==> src/rtl/mem_port_if.sv <==
// Core-side command/response bundle of a per-core memory port.
interface mem_port_if #(
    parameter int WIDTH = 32
);
    logic             cmd_valid;
    logic             cmd_ready;
    logic             cmd_wren;
    logic [WIDTH-1:0] cmd_address;
    logic [WIDTH-1:0] cmd_data;
    logic             rsp_valid;
    logic             rsp_err;
    logic [WIDTH-1:0] rsp_data;

    modport master (
        output cmd_valid, cmd_wren, cmd_address, cmd_data,
        input  cmd_ready, rsp_valid, rsp_err, rsp_data
    );

    modport slave (
        input  cmd_valid, cmd_wren, cmd_address, cmd_data,
        output cmd_ready, rsp_valid, rsp_err, rsp_data
    );
endinterface

==> src/rtl/mem_port.sv <==
// Per-core memory port: 2-deep command queue feeding the arbiter
// request/response handshake, with a per-request timeout.
module mem_port #(
    parameter int WIDTH   = 32,
    parameter int TIMEOUT = 64
) (
    input  logic             clk,
    input  logic             reset,
    mem_port_if.slave        core,
    output logic             request,
    output logic             wren_core,
    output logic [WIDTH-1:0] address_out,
    output logic [WIDTH-1:0] data_out,
    input  logic [WIDTH-1:0] data_in,
    input  logic             response,
    output logic             busy
);
    localparam int CW = $clog2(TIMEOUT + 1);

    typedef struct packed {
        logic             wren;
        logic [WIDTH-1:0] addr;
        logic [WIDTH-1:0] data;
    } cmd_t;

    typedef enum logic [1:0] {IDLE, REQ, GAP} state_t;

    state_t        state;
    cmd_t          q [2];
    logic          wr_ptr;
    logic          rd_ptr;
    logic [1:0]    count;
    logic [CW-1:0] wait_cnt;
    logic          rsp_valid;
    logic          rsp_err;
    logic [WIDTH-1:0] rsp_data;
    logic          push;
    logic          pop;
    cmd_t          head;

    assign core.cmd_ready = (count < 2'd2);
    assign core.rsp_valid = rsp_valid;
    assign core.rsp_err   = rsp_err;
    assign core.rsp_data  = rsp_data;

    assign push = core.cmd_valid && core.cmd_ready;
    // Head is only launched from IDLE or GAP; REQ holds the bus steady.
    assign pop  = (state != REQ) && (count != 2'd0);
    assign head = q[rd_ptr];
    assign busy = (state != IDLE) || (count != 2'd0);

    always_ff @(posedge clk) begin
        if (reset) begin
            state       <= IDLE;
            wr_ptr      <= 1'b0;
            rd_ptr      <= 1'b0;
            count       <= 2'd0;
            wait_cnt    <= '0;
            request     <= 1'b0;
            wren_core   <= 1'b0;
            address_out <= '0;
            data_out    <= '0;
            rsp_valid   <= 1'b0;
            rsp_err     <= 1'b0;
            rsp_data    <= '0;
        end else begin
            rsp_valid <= 1'b0;
            if (push) begin
                q[wr_ptr] <= '{core.cmd_wren, core.cmd_address, core.cmd_data};
                wr_ptr    <= ~wr_ptr;
            end
            if (pop) begin
                rd_ptr <= ~rd_ptr;
            end
            count <= count + {1'b0, push} - {1'b0, pop};

            unique case (state)
                IDLE, GAP: begin
                    if (pop) begin
                        address_out <= head.addr;
                        data_out    <= head.data;
                        wren_core   <= head.wren;
                        request     <= 1'b1;
                        wait_cnt    <= '0;
                        state       <= REQ;
                    end else begin
                        state <= IDLE;
                    end
                end
                REQ: begin
                    // A response on the timeout edge still counts as success.
                    if (response) begin
                        rsp_data  <= data_in;
                        rsp_err   <= 1'b0;
                        rsp_valid <= 1'b1;
                        request   <= 1'b0;
                        wren_core <= 1'b0;
                        state     <= GAP;
                    end else if (wait_cnt == CW'(TIMEOUT - 1)) begin
                        rsp_data  <= '0;
                        rsp_err   <= 1'b1;
                        rsp_valid <= 1'b1;
                        request   <= 1'b0;
                        wren_core <= 1'b0;
                        state     <= GAP;
                    end else begin
                        wait_cnt <= wait_cnt + 1'b1;
                    end
                end
                default: begin
                    request   <= 1'b0;
                    wren_core <= 1'b0;
                    state     <= IDLE;
                end
            endcase
        end
    end
endmodule

==> src/flat_wrapper.sv <==
// flat-port wrapper written by rule: the top's interface ports become plain ports
module mem_port_flat 
#(
    parameter int WIDTH   = 32,
    parameter int TIMEOUT = 64
)
  (clk, reset, request, wren_core, address_out, data_out, data_in, response, busy, core_cmd_valid, core_cmd_wren, core_cmd_address, core_cmd_data, core_cmd_ready, core_rsp_valid, core_rsp_err, core_rsp_data);
  mem_port_if #(.WIDTH(WIDTH)) core_i ();
  input  logic clk;
  input  logic reset;
  output logic request;
  output logic wren_core;
  output logic [WIDTH-1:0] address_out;
  output logic [WIDTH-1:0] data_out;
  input  logic [WIDTH-1:0] data_in;
  input  logic response;
  output logic busy;
  input wire logic [$bits(core_i.cmd_valid)-1:0] core_cmd_valid;
  input wire logic [$bits(core_i.cmd_wren)-1:0] core_cmd_wren;
  input wire logic [$bits(core_i.cmd_address)-1:0] core_cmd_address;
  input wire logic [$bits(core_i.cmd_data)-1:0] core_cmd_data;
  output wire logic [$bits(core_i.cmd_ready)-1:0] core_cmd_ready;
  output wire logic [$bits(core_i.rsp_valid)-1:0] core_rsp_valid;
  output wire logic [$bits(core_i.rsp_err)-1:0] core_rsp_err;
  output wire logic [$bits(core_i.rsp_data)-1:0] core_rsp_data;
  assign core_i.cmd_valid = core_cmd_valid;
  assign core_i.cmd_wren = core_cmd_wren;
  assign core_i.cmd_address = core_cmd_address;
  assign core_i.cmd_data = core_cmd_data;
  assign core_cmd_ready = core_i.cmd_ready;
  assign core_rsp_valid = core_i.rsp_valid;
  assign core_rsp_err = core_i.rsp_err;
  assign core_rsp_data = core_i.rsp_data;
  mem_port #(.WIDTH(WIDTH), .TIMEOUT(TIMEOUT)) u_core (.clk(clk), .reset(reset), .core(core_i), .request(request), .wren_core(wren_core), .address_out(address_out), .data_out(data_out), .data_in(data_in), .response(response), .busy(busy));
endmodule
==> config.mk <==
export PLATFORM = sky130hd
export DESIGN_NAME = mem_port_flat
export DESIGN_NICKNAME = d
export VERILOG_FILES = /design/src/rtl/mem_port_if.sv /design/src/rtl/mem_port.sv /design/src/flat_wrapper.sv
export SDC_FILE = /design/constraint.sdc
export NUM_CORES = 1
export LEC_CHECK = 0
export CAP_MARGIN = 10
export CORE_MARGIN = 2
export CORE_UTILIZATION = 49
export DETAILED_ROUTE_END_ITERATION = 10
export HOLD_SLACK_MARGIN = 0.02
export PLACE_DENSITY_LB_ADDON = 0.1
export SYNTH_ARGS = -nofsm -noshare
export SYNTH_HDL_FRONTEND = slang
export SYNTH_SLANG_ARGS = --single-unit
==> constraint.sdc <==
create_clock -name clk -period 8.81 [get_ports clk]
set_input_delay 1.762 -clock clk [delete_from_list [all_inputs] [get_ports clk]]
set_output_delay 1.762 -clock clk [all_outputs]
set_load 0.05 [all_outputs]
==> results of run 1 <==
## cells in the final DEF, fill, tap and decap left out, types with 2 or more instances in the layout
master,netlist,final
a22o_1,32,32
edfxtp_1,130,130
buf_4,0,3
xnor2_1,3,3
nor2_1,75,73
clkbuf_8,0,4
bufinv_16,0,2
nand2b_1,2,2
dfxtp_1,114,113
nor2b_1,4,4
nand3_1,8,8
a21oi_1,8,7
nand2_1,5,5
clkbuf_1,17,5
clkinv_2,0,3
mux2i_1,64,64
a31oi_1,4,4
or4_1,2,2
o21ai_0,2,2
a211oi_1,66,66
clkbuf_16,0,25
clkinv_1,0,6
inv_1,3,3
o21bai_1,2,2
ha_1,3,3
clkdlybuf4s50_1,0,201
## final timing paths
check / startpoint / cells past startpoint / to / slack (ns)
setup reg to reg: u_core.count[1] / 5 / u_core.data_out[16] / 6.22
setup / recovery: u_core.state[0] / 2 / busy / 4.95
hold reg to reg: u_core.wait_cnt[6] / 2 / u_core.wait_cnt[6] / 0.46
hold / removal: u_core.wait_cnt[6] / 2 / u_core.wait_cnt[6] / 0.46
## tightest hold or removal path: stages, from the launching register on
cell,delay (ns)
dfxtp_1,0.31
nand2b_1,0.07
a21oi_1,0.04
## synthesized netlist by cell type, types with 3 or more instances
library cell  instances
dfxtp_1             114
nand2_1               5
nand3_1               8
a211oi_1             66
a21oi_1               8
a22o_1               32
inv_1                 3
nor2_1               75
mux2i_1              64
clkbuf_1             17
edfxtp_1            130
nor2b_1               4
buf_2                21
ha_1                  3
xnor2_1               3
a31oi_1               4
## logic make-up after synthesis
kind of cell / after synthesis / synth area share, %
AND/OR/NAND/NOR: 107 / 5.67
XOR/XNOR: 4 / 0.414
AO/OA/AOI/OAI: 117 / 10.5
flip-flops: 244 / 73.1
buffers and inverters: 42 / 2.17
multiplexers: 65 / 7.70
adder cells (fa/ha/maj): 3 / 0.443
## metal layers
| layer | part of all wire (%) | vias up |
|---|---|---|
| met5 | 0 | - |
| met4 | 1.2 | 0 |
| met3 | 7.3 | 23 |
| met2 | 50 | 186 |
| met1 | 42 | 2491 |
| li1 | - | 2587 |
## power breakdown
| group | total, µW | internal (µW) | switching [µW] | leakage, µW |
|---|---|---|---|---|
| Clock | 1010 | 610 | 398 | 0.000392 |
| Sequential | 1590 | 1410 | 174 | 0.00213 |
| Combinational | 1400 | 513 | 890 | 0.00141 |
## stage by stage
stage          std cells  hold WS (ns)  utilization, %
2_1_floorplan        582         0.421               -
3_3_place_gp         972         0.435            62.1
3_5_place_dp         972         0.444            62.1
4_1_cts             1017         0.452            66.8
5_1_grt             1018         0.469            66.9
6_report            1018         0.457            66.9
## cell type report
type	instances	area, µm²	area share, %
clock buffers	34	699	6.11
repair buffers	205	2050	17.9
inverters	3	11.3	0.0983
flip-flops and latches	244	6190	54.0
clock inverters	11	97.6	0.852
multi-input cells	296	2130	18.6
well taps	225	282	2.46
## sequential cells by signal (all words and copies together) (netlist names), named ones only
| register | flops |
|---|---|
| u_core.wren_core | 1 |
| u_core.core.rsp_err | 1 |
| u_core.count | 2 |
| u_core.request | 1 |
| u_core.q | 130 |
| u_core.rd_ptr | 1 |
| u_core.core.rsp_valid | 1 |
| u_core.data_out | 32 |
| u_core.address_out | 32 |
| u_core.state | 2 |
| u_core.wait_cnt | 7 |
| u_core.wr_ptr | 1 |
| u_core.core.rsp_data | 32 |
==> summary.txt, run 1 <==
Timing
  – Setup Skew: 0.0139 ns
  – RSZ-0062 raised after global routing: false
  – Slew margin rel.: 23.7%
  – Fmax: 0.259 GHz
  – Post-layout minimum cycle time: 3.86 ns
  – Final Max Slew Viols: 0
  – Setup ws final: 4.95 ns
  – Final Hold Vio Count: 0
  – Least-Margin Pin Slew: 1.15 ns
  – Period utilisation layout: 43.8%
  – # setup viols final: 0
  – Sum Neg Setup Slack: 0 ns

Status
  – Outcome: finished clean

Clock network
  – Worst-Skew Late Latency: 0.50 ns
  – Clock transition at the registers of the reported paths: 0.06 ns
  – Post-CTS Setup Bufs: 0
  – CTS sink cnt: 244
  – CTS tree: yes
  – CTS Root Cell: clkbuf_16
  – Post-CTS sizing: 0
  – CTS Buf Count: 25
  – Bufs on Longest Clock Path: 3
  – H-Tree Depth: 1
  – Cts hold-fix bufs: 0

Yosys
  – Mapped cell area: 0.00847 mm²
  – Mapped Cells: 582
  – Syn nets: 686
  – Cell variety after synth: 36
  – Most area-hungry cell type in the Yosys netlist: edfxtp_1
  – EDFF count, synth: 130
  – Yosys warning count: 0
  – Synth Area per Inst: 14.5 µm²
  – Post-synthesis async set-or-reset flop share: 0%
  – Sequential area share after synthesis: 73.1%
  – Seq cells post-synth: 244
  – Top cells by area, synth: edfxtp_1, dfxtp_1, mux2i_1
  – Yosys top cell area share: 46.1%
  – Top FF cell, synth: edfxtp_1

Worst setup path
  – Required @ worst endpoint: 7.05 ns
  – Critical-path cell list: or4_1 -> clkdlybuf4s50_1
  – Crit path max fanout: 7
  – Critical path class: register to output port
  – CP bufs+invs: 1
  – Worst setup SP type: register
  – Worst path slowest cell: clkdlybuf4s50_1
  – Setup crit end kind: output port
  – Crit path max-delay family: buffers and inverters
  – CP max stage delay: 0.72 ns
  – CP arrival: 2.10 ns

Routing
  – DR WL/cell: 16.6 µm
  – Initial DRT Pass Iterations: 4
  – DRT Wirelength: 16.9 mm
  – 1st-iter DRT viols: 262
  – Post-DR vias/cell: 5.19
  – Number of routed nets with antenna violations: 0
  – DR vias: 5287
  – DRC errors left: 0

Global route
  – Layer with the highest usage: met2
  – GRT Residual Overflow: 0
  – Global routing usage on met3: 4.19%
  – Vias in the first global route: 5060
  – Initial antenna violation count: 0
  – First-pass GRT wire length: 25.8 mm
  – Largest net degree at the start of global routing: 88
  – Met1 GRT Util: 22.6%
  – Met2 GRT Util: 30.5%
  – All-layer global routing usage: 17.6%

Floorplan
  – Starting Density: 49.5%
  – Die area: 0.0183 mm²
  – IO Count: 203
  – Die height: 135 µm
  – Core Region: 0.0171 mm²
  – Chip width: 135 µm
  – Core Rows: 48

Power
  – Lkg Pwr: 0.00393 µW
  – Total Power: 4000 µW
  – VDD IR max: 0.000237 V
  – Power Density: 349 mW/mm²

Finish
  – Fin nets: 879
  – Finished Cell Area: 0.0115 mm²
  – Fill count: 1237
  – # diodes: 0
  – Share of layout cells above drive strength 1: 6.31%
  – Layout area overhead: 35.3%

Placement
  – GP Congestion: 0.759
  – # port buffers: 202
  – Placed inst area: 0.0106 mm²
  – Pre-CTS setup slack: 4.87 ns
  – Hpwl dp: 10.4 mm

Hold path
  – Worst Hold Class: register to register

Flow run
  – Max Cap Violations: 0
Power figures use the tool's default switching activity.
==> inputs of run 2 (changes only) <==
Settings changed: CORE_UTILIZATION 49 to 44.
Clock period 8.81 ns to 3.5 ns, I/O delays scaled along.
==> run 2 against run 1 <==
Compared with the run above:
- utilization fell by 5.7 points
- global-route usage fell by 0.54 points
- worst hold slack got worse by 0.0064 ns
- first-iteration DRC count fell by 8.4%
- clock skew rose by 0.0030 ns
- sequential cell count did not move
- final cell count rose by 1.7%
- sequential power rose by 150%
- non-clock buffer count rose by 7
- die area rose by 11%
- critical endpoint unchanged
==> summary.txt, run 2 (synthesis gave the netlist of run 1 again) <==
Status
  – Outcome: finished clean

Power
  – Lkg Pwr: 0.00396 µW
  – Total Power: 9970 µW
  – VDD IR max: 0.000508 V
  – Power Density: 867 mW/mm²

Timing
  – # setup viols final: 0
  – RSZ-0062 raised after global routing: false
  – Period utilisation layout: 80.8%
  – Final Max Slew Viols: 0
  – Sum Neg Setup Slack: 0 ns
  – Final Hold Vio Count: 0
  – Fmax: 0.354 GHz
  – Slew margin rel.: 40.3%
  – Setup Skew: 0.0169 ns
  – Least-Margin Pin Slew: 0.895 ns
  – Post-layout minimum cycle time: 2.83 ns

Finish
  – Most frequent cells in the layout: clkdlybuf4s50_1, edfxtp_1, dfxtp_1
  – Commonest non-fill, non-tap cell in the layout: clkdlybuf4s50_1
  – Max reg flops: 130
  – Share of layout cells above drive strength 1: 7.74%
  – Layout area overhead: 35.7%
  – Register area: 0.00619 mm²
  – Multi-input gate area: 0.00213 mm²
  – Fill count: 1456
  – # diodes: 0
  – Top reg by flops: u_core.q
  – Fin nets: 886
  – Non-Filler Instances: 1035

Worst setup path
  – Crit path max fanout: 7
  – Crit path max-delay family: buffers and inverters
  – CP bufs+invs: 1
  – Critical path class: register to output port
  – Setup crit end kind: output port
  – Worst setup SP type: register
  – CP arrival: 2.13 ns
  – Required @ worst endpoint: 2.80 ns
  – Critical-path cell list: or4_1 -> clkdlybuf4s50_1
  – Worst path slowest cell: clkdlybuf4s50_1
  – CP max stage delay: 0.73 ns

Global route
  – Largest net degree at the start of global routing: 77
  – All-layer global routing usage: 17.1%
  – First-pass GRT wire length: 27.4 mm
  – Initial antenna violation count: 0
  – Vias in the first global route: 5197
  – GRT Residual Overflow: 0

Placement
  – Hpwl dp: 11.6 mm
  – GP Congestion: 0.747
  – Cell count after placement: 989
  – # port buffers: 202

Routing
  – DRC errors left: 0
  – DR WL/cell: 17.2 µm
  – Number of routed nets with antenna violations: 0
  – Initial DRT Pass Iterations: 6
  – DR vias: 5350
  – DRT Wirelength: 17.8 mm
  – Post-DR vias/cell: 5.17
  – 1st-iter DRT viols: 240

Clock network
  – CTS Root Cell: clkbuf_16
  – Clock transition at the registers of the reported paths: 0.06 ns
  – Worst-Skew Late Latency: 0.51 ns
  – Cts hold-fix bufs: 0
  – Post-CTS Setup Bufs: 0
  – Bufs on Longest Clock Path: 3
  – CTS sink cnt: 244
  – CTS tree: yes
  – H-Tree Depth: 1
  – CTS Buf Count: 25
  – Post-CTS sizing: 0

Floorplan
  – Core Region: 0.0188 mm²
  – Chip width: 143 µm
  – Starting Density: 45.1%
  – Die area: 0.0204 mm²
  – Core Rows: 50
  – IO Count: 203
  – Die height: 143 µm

Flow run
  – Max Cap Violations: 0

Hold path
  – Worst Hold Class: register to register
run 2: worst min-delay path: stages, from the launching register on:
cell and delay, ns:
dfxtp_1 0.31, nand2b_1 0.06, a21oi_1 0.04
run 2: metal layers:
layer  part of all wire, %  GRT usage [%]  wire [µm]  up-vias
li1                      -              -          -     2605
met1                    42           21.2       7460     2549
met2                    50           30.2       8810      169
met3                   6.6           4.09       1170       27
met4                   1.9           4.12        330        0
met5                     0              0          0        -
run 2: final timing paths:
check / from / to / slack, ns / depth (start not counted)
max: u_core.state[0] / busy / 0.67 / 2
min: u_core.wait_cnt[6] / u_core.wait_cnt[6] / 0.45 / 2
max reg2reg: u_core.wait_cnt[0] / u_core.core.rsp_data[15] / 1.53 / 5
min reg2reg: u_core.wait_cnt[6] / u_core.wait_cnt[6] / 0.45 / 2
run 2: final cells by class:
cell class | instances | area share (%)
clock buffer | 29 | 5.84
clock inverter | 17 | 0.762
inverter | 3 | 0.0980
multi-input combinational | 296 | 18.6
sequential | 244 | 53.9
tap | 234 | 2.55
timing repair buffer | 212 | 18.3
run 2: where the power goes:
| part | switching (µW) | total (µW) | internal [µW] |
|---|---|---|---|
| sequential | 389 | 3940 | 3550 |
| combinational | 2310 | 3610 | 1310 |
| clock | 1040 | 2410 | 1370 |
run 2: stage by stage:
step	cell area, µm²	worst slack, ns	hold slack [ns]	util (%)
floorplan	8480	0.322	0.421	-
global placement	10700	0.774	0.436	57.2
detailed placement	10700	0.665	0.441	57.2
CTS	11500	0.638	0.454	61.2
global route	11500	0.595	0.484	61.2
finish	11500	0.672	0.451	61.2
==> inputs of run 3 (changes only) <==
Settings changed: CORE_UTILIZATION 44 to 49.
Clock period 3.5 ns to 2.95 ns, I/O delays scaled along.
==> run 3 against run 2 <==
Compared with the run above:
- final cell count decreased by 0.97%
- cell area grew 1.1%
- total power is 24% higher
- via count is 0.32% lower
- sequential power rose by 18%
- critical endpoint unchanged
==> summary.txt, run 3 (synthesis gave the netlist of run 1 again) <==
Worst setup path
  – Worst path slowest cell: clkdlybuf4s50_1
  – CP max stage delay: 0.72 ns
  – Critical-path cell list: or4_1 -> clkdlybuf4s50_1
  – Crit path max fanout: 7
  – Crit path max-delay family: buffers and inverters
  – Required @ worst endpoint: 2.36 ns
  – CP arrival: 2.13 ns
  – Cell depth of the worst setup path: 2
  – Worst setup SP type: register
  – Reg-to-Reg End: u_core.count[1]
  – Critical path class: register to output port
  – Cells on worst reg2reg path: 9
  – Worst R2R Setup Slack: 1.05 ns
  – Setup crit end kind: output port
  – CP bufs+invs: 1
  – Reg2reg start: u_core.state[0]

Floorplan
  – IO Count: 203
  – Chip width: 135 µm
  – Core Region: 0.0171 mm²
  – Die height: 135 µm
  – Core Rows: 48
  – Starting Density: 49.5%
  – Die area: 0.0183 mm²

Routing
  – Routed wl met3: 1.43 mm
  – Initial DRT Pass Iterations: 4
  – Post-DR vias/cell: 5.20
  – DRT Wirelength: 17.4 mm
  – Metal2 WL: 8.76 mm
  – DRC errors left: 0
  – Number of routed nets with antenna violations: 0
  – DR vias: 5333
  – DR WL/cell: 17.0 µm
  – Uppermost layer routed: met4
  – Metal1 wirelength: 6.96 mm
  – 1st-iter DRT viols: 214

Global route
  – Initial antenna violation count: 0
  – GRT Residual Overflow: 0
  – Largest net degree at the start of global routing: 89
  – First-pass GRT wire length: 27.0 mm
  – All-layer global routing usage: 18.7%
  – Vias in the first global route: 5219

Power
  – Power Density: 1060 mW/mm²
  – Comb pwr share: 35.1%
  – Reg power frac: 37.6%
  – Switching Fraction: 35.9%
  – Clk network pwr share: 27.3%
  – Total Power: 12300 µW
  – Lkg Pwr: 0.00401 µW
  – VDD IR max: 0.000752 V
  – Net switching power: 4420 µW
  – Int Power: 7890 µW

Clock network
  – Worst-Skew Late Latency: 0.50 ns
  – CTS Root Cell: clkbuf_16
  – Post-CTS sizing: 0
  – Clock transition at the registers of the reported paths: 0.06 ns
  – CTS sink cnt: 244
  – Bufs on Longest Clock Path: 3
  – Post-CTS Setup Bufs: 0
  – CTS tree: yes
  – Cts hold-fix bufs: 0
  – CTS Buf Count: 25
  – H-Tree Depth: 1

Finish
  – Non-Filler Instances: 1025
  – Fin nets: 886
  – Share of layout cells above drive strength 1: 8.00%
  – Commonest non-fill, non-tap cell in the layout: clkdlybuf4s50_1
  – Top reg by flops: u_core.q
  – Final Util: 67.9%
  – Max reg flops: 130
  – Layout area overhead: 37.3%
  – Fill count: 1230
  – # diodes: 0
  – Most frequent cells in the layout: clkdlybuf4s50_1, edfxtp_1, dfxtp_1

Timing
  – Period utilisation layout: 92.2%
  – Setup ws final: 0.229 ns
  – Setup Skew: 0.00656 ns
  – Post-layout minimum cycle time: 2.72 ns
  – Slew margin rel.: 42.9%
  – # setup viols final: 0
  – RSZ-0062 raised after global routing: false
  – Final Max Slew Viols: 0
  – Fmax: 0.368 GHz
  – Least-Margin Pin Slew: 0.856 ns
  – Final Hold Vio Count: 0

Hold path
  – Hold EP: u_core.wait_cnt[6]
  – Worst Hold Class: register to register
  – Hold path start: u_core.wait_cnt[6]
  – WHS Path Cells: 2

Placement
  – Hpwl dp: 11.1 mm
  – # port buffers: 202
  – GP Congestion: 0.760
  – Cell count after placement: 980
  – Pre-CTS setup slack: 0.545 ns

Status
  – Outcome: finished clean

Flow run
  – Max Cap Violations: 0
[run 3: cell types whose count changed in the layout (fill, tap and decap cells not counted), moves of 2 or more]
cell,delta
bufinv_16,+6
clkinv_1,-4
clkinv_2,-3
clkinvlp_4,+2
[run 3: metrics by stage]
stage | setup TNS, ns | cell area, µm² | hold slack [ns]
2_1_floorplan | -2.94 | 8500 | 0.421
3_5_place_dp | 0 | 10700 | 0.440
5_1_grt | 0 | 11600 | 0.467
6_report | 0 | 11600 | 0.458
3_3_place_gp | 0 | 10700 | 0.436
4_1_cts | 0 | 11600 | 0.451
[run 3: cell type report]
type / count / area [µm²] / share of cell area, %
multi-input cells: 296 / 2130 / 18.3
inverters: 3 / 11.3 / 0.0969
flip-flops and latches: 244 / 6190 / 53.3
well taps: 225 / 282 / 2.42
clock inverters: 16 / 235 / 2.02
repair buffers: 212 / 2120 / 18.2
clock buffers: 29 / 661 / 5.68
[run 3: routing by layer]
metal | track usage (%) | vias to the layer above
li1 | - | 2593
met1 | 22.5 | 2542
met2 | 33.2 | 175
met3 | 5.05 | 23
met4 | 4.92 | 0
met5 | 0 | -
[run 3: worst max path at each step]
stage          slack [ns]              to            start
2_1_floorplan       -0.05  u_core.q[0][0]            reset
3_3_place_gp         0.57  u_core.q[0][1]   core_cmd_valid
3_5_place_dp         0.54  u_core.q[0][1]   core_cmd_valid
4_1_cts              0.20            busy  u_core.state[0]
5_1_grt              0.17            busy  u_core.state[0]
6_report             0.23            busy  u_core.state[0]
[run 3: worst register-to-register path, cell delays in order, from the launching register on]
cell and delay, ns:
dfxtp_1 0.45, nor2b_1 0.16, buf_4 0.18, nor2_1 0.09, ha_1 0.32, inv_1 0.06
ha_1 0.14, xor2_1 0.17, xnor2_1 0.14, nor2_1 0.05
[run 3: power by group through the flow]
stage / Combinational [µW] / Clock (µW) / Sequential, µW
finish: 4330 / 3360 / 4630
global route: 4600 / 3580 / 4710
CTS: 4370 / 3440 / 4640
detailed placement: 4350 / 0 / 4710
global placement: 4290 / 0 / 4680
floorplan: 1610 / 0 / 6040
